**config.mk**
```make
export PLATFORM = sky130hd
export DESIGN_NAME = lab1_fp_decoder
export DESIGN_NICKNAME = d
export VERILOG_FILES = /design/src/rtl/lab1_fp_decoder.sv
export SDC_FILE = /design/constraint.sdc
export NUM_CORES = 1
export LEC_CHECK = 0
export ABC_AREA = 1
export CORE_UTILIZATION = 53
export CTS_CLUSTER_SIZE = 40
export DETAILED_ROUTE_END_ITERATION = 7
export PLACE_DENSITY = 0.81
export SLEW_MARGIN = 20
export SYNTH_ARGS = -nofsm -noshare
export SYNTH_HDL_FRONTEND = slang
export SYNTH_SLANG_ARGS = --single-unit
```
**constraint.sdc**
```tcl
create_clock -name clk -period 1.85 [get_ports clk]
set_input_delay 0.185 -clock clk [delete_from_list [all_inputs] [get_ports clk]]
set_output_delay 0.185 -clock clk [all_outputs]
set_load 0.005 [all_outputs]
```
**src/rtl/lab1_fp_decoder.sv**
```systemverilog
// rtl/lab1_fp_decoder.sv - sequential 8-bit float to 12-bit two's-complement decoder
module lab1_fp_decoder (
    input  logic        clk,
    input  logic        rst,
    input  logic        in_valid,
    output logic        in_ready,
    input  logic        S,
    input  logic [2:0]  E,
    input  logic [3:0]  F,
    output logic        out_valid,
    input  logic        out_ready,
    output logic [11:0] D
);

    localparam logic [1:0] IDLE  = 2'd0;
    localparam logic [1:0] SHIFT = 2'd1;
    localparam logic [1:0] SIGN  = 2'd2;
    localparam logic [1:0] DONE  = 2'd3;

    logic [1:0]  state;
    logic [10:0] mag;
    logic [2:0]  cnt;
    logic        sgn;

    // Accept only while idle; depends on state alone so no input-to-output path exists.
    assign in_ready = (state == IDLE);

    // Decode FSM: latch the word, shift one bit per cycle, apply sign, hold until taken.
    always_ff @(posedge clk or posedge rst) begin
        if (rst) begin
            state     <= IDLE;
            mag       <= 11'd0;
            cnt       <= 3'd0;
            sgn       <= 1'b0;
            D         <= 12'd0;
            out_valid <= 1'b0;
        end else begin
            case (state)
                IDLE: begin
                    if (in_valid) begin
                        mag   <= {7'b0, F};
                        cnt   <= E;
                        sgn   <= S;
                        state <= SHIFT;
                    end
                end
                SHIFT: begin
                    if (cnt != 3'd0) begin
                        mag <= mag << 1;
                        cnt <= cnt - 3'd1;
                    end else begin
                        state <= SIGN;
                    end
                end
                SIGN: begin
                    // Negating a zero magnitude yields zero, so there is no -0.
                    D         <= sgn ? (~{1'b0, mag} + 12'd1) : {1'b0, mag};
                    out_valid <= 1'b1;
                    state     <= DONE;
                end
                DONE: begin
                    if (out_ready) begin
                        out_valid <= 1'b0;
                        state     <= IDLE;
                    end
                end
                default: state <= IDLE;
            endcase
        end
    end

endmodule

```
==> results.ini <==
[global_routing]
grt_first_pass_wirelength_mm = 5.71
grt_max_degree = 31
antenna_found_initial = 0
track_usage_pct = 22.4
grt_pass1_vias = 1377
overflow = 0

[sta]
slew_viol_final = 0
fin_setup_tns_ns = 0
finalCriticalPeriod_ns = 1.78
timing.final.crit_share_pct = 96.0
worstMarginPinSlew_ns = 0.521
setup_viol = 0
hold_viol_final = 0
max-slew-margin-rel_pct = 65.2
whs_ns = 0.226
final.setup.worst_slack_ns = 0.0746
clock.fmax_mhz = 563
clock_skew_ns = 0.00481

[worst_setup_path]
setup.worst_path.end_class = primary output
cp.required_ns = 1.66
cp.buffers_inverters = 2
worst-setup-path-type = register to primary output
startpoint_type = register
cp.arrival_ns = 1.59
r2r_cells = 8
max_stage_delay_ns = 0.50
ff2ff_setup_slack_ns = 0.18
reg2reg_to = mag[6]$_DFFE_PP0P_
path_cells = inv_1 > ha_4 > clkdlybuf4s50_1
worstSetupStartpoint = state[1]$_DFFE_PP0P_
crit_fanout = 4
timing.rr.start = state[1]$_DFFE_PP0P_
cpMaxStageDelayCell = clkdlybuf4s50_1
critPathTopFamily = buffers and inverters

[place]
dp.cells = 268
gp_congestion = 0.814
place_hpwl_mm = 2.23
placed_area_sq_um = 1970
dp_slack_ns = 0.166
port_buffers = 25

[finish]
fin_cells = 276
final_cell_area_sq_um = 2060
antenna_cells = 0
fin_nets = 251
drive_gt1_share_pct = 17.2
area_delta_synth_final_pct = 20.7

[yosys]
ys_ff_latch = 30
synth-edff-count = 0
synth-main-ff-cell = dfrtp_1
async_reset_ff_share_pct = 100
ys_top_cells_by_area = dfrtp_1, nand2_1, o21ai_2, ha_1, nand3_1
seq_area_frac_synth_pct = 44.0
synth_top_area_share_pct = 44.0
yosys.area.top_type = dfrtp_1
synth_fp_nets = 223
syn_area_sq_um = 1710
syn_inst = 203
ys_types = 25
avgSynthCellArea_sq_um = 8.41
ys_warn_count = 0

[clocking]
path_clk_slew_ns = 0.10
clock_sinks = 30
cts_hold_buf = 0
postCtsResizedCells = 1
ctsRootBufferMaster = clkbuf_4
post_cts_buffers = 0
cts_tree = yes
htreeDepth = 2
numCtsBuffers = 5
insertion_delay_ns = 0.33
clockBufferDepth = 2

[outcome]
outcome = completed

[die]
dieArea_sq_um = 3450
num_io_pins = 26
initial_utilization_pct = 55.9
fp.dieH_um = 58.8
core_sq_um = 3050
num_rows = 20
fp.dieW_um = 58.8

[detailed_routing]
drc = 0
dr.pass1.iters = 4
avgViaCountPerCell = 5.00
vias = 1379
drt-total-wl_mm = 3.18
drt_iter0_markers = 38
wire_per_inst_um = 11.5
ant_nets = 0

[power_and_ir_drop]
switching_share_pct = 43.3
power_frac_clock_pct = 14.0
p_int_w = 0.00200
p_sw_w = 0.00153
ir_worst_vdd_uv = 1180
p_leak_nw = 1.00
power_density_nw_per_um2 = 1710
comb_power_share_pct = 53.5
power_frac_seq_pct = 32.5

[worst_hold_path]
hp-class = primary input to asynchronous set/reset pin

[job]
maxCapViolations = 0

Yosys cell counts (3+ instances only):
cell	number
a21oi_1	5
dfrtp_1	30
nand3_1	19
inv_1	23
nand3_2	4
nor2_1	18
xor2_1	3
ha_1	8
o21ai_0	11
o21ai_2	12
nand2_2	4
nand2_1	48
worst min-delay path, cell delays in order:
cell and delay [ns]:
clkdlybuf4s50_1 0.40, inv_1 0.05, buf_4 0.35
cell usage in the layout (no fill, tap or decap), drive strengths merged:
cell           netlist  routed
nand2               53      53
dfrtp               30      30
inv                 26      26
clkdlybuf4s50        0      25
o21ai               24      24
nand3               23      23
nor2                18      18
ha                   8       8
clkbuf               2       8
a21oi                5       5
xor2                 3       3
buf                  5       3
o31ai                2       2
or2                  1       1
o211ai               1       1
a31oi                1       1
o2bb2ai              1       1
cell type report:
cell class | instances | area (sq um)
well taps | 44 | 55.1
inverters | 26 | 103
clock buffers | 8 | 78.8
multi-input cells | 140 | 802
fillers | 276 | 991
repair buffers | 28 | 273
flip-flops and latches | 30 | 751
per-layer routing:
layer  vias up  wire length [um]  GRT usage [%]
met1       635              1460           25.5
met5         -                 0              0
met2        32              1510           38.1
met3         6               149           7.03
li1        706                 -              -
met4         0                63           10.5
power groups by stage:
| stage | combinational, W | sequential (W) | clock (W) |
|---|---|---|---|
| 2_1_floorplan | 0.00148 | 0.00111 | 0 |
| 3_3_place_gp | 0.00182 | 0.00115 | 0 |
| 3_5_place_dp | 0.00187 | 0.00115 | 0 |
| 4_1_cts | 0.00189 | 0.00114 | 0.000503 |
| 5_1_grt | 0.00219 | 0.00119 | 0.000532 |
| 6_report | 0.00189 | 0.00115 | 0.000494 |
worst max path at each step:
| stage | to | depth (start not counted) |
|---|---|---|
| global route | in_ready | 3 |
| floorplan | mag[0]$_DFFE_PP0P_ | 9 |
| CTS | in_ready | 3 |
| detailed placement | mag[6]$_DFFE_PP0P_ | 8 |
| global placement | mag[5]$_DFFE_PP0P_ | 8 |
| finish | in_ready | 3 |
state kept, by name, indices dropped and copies added, names as in the netlist:
register / cells
state: 2
D: 12
mag: 11
out_valid: 1
sgn: 1
cnt: 3
metrics by stage:
step	power, W	util, %
2_1_floorplan	0.00259	-
3_3_place_gp	0.00297	64.5
3_5_place_dp	0.00302	64.5
4_1_cts	0.00353	67.1
5_1_grt	0.00391	67.5
6_report	0.00353	67.5
cells by family (layout without fill, tap and decap cells):
family	after synthesis	after routing	share of synthesized area, %
compound gates	34	34	13.6
xor+xnor	3	3	1.54
fa+ha+maj	8	8	5.86
buf+inv	33	62	9.96
flops	30	30	44.0
simple gates	95	95	25.1
Power figures use the tool's default switching activity.
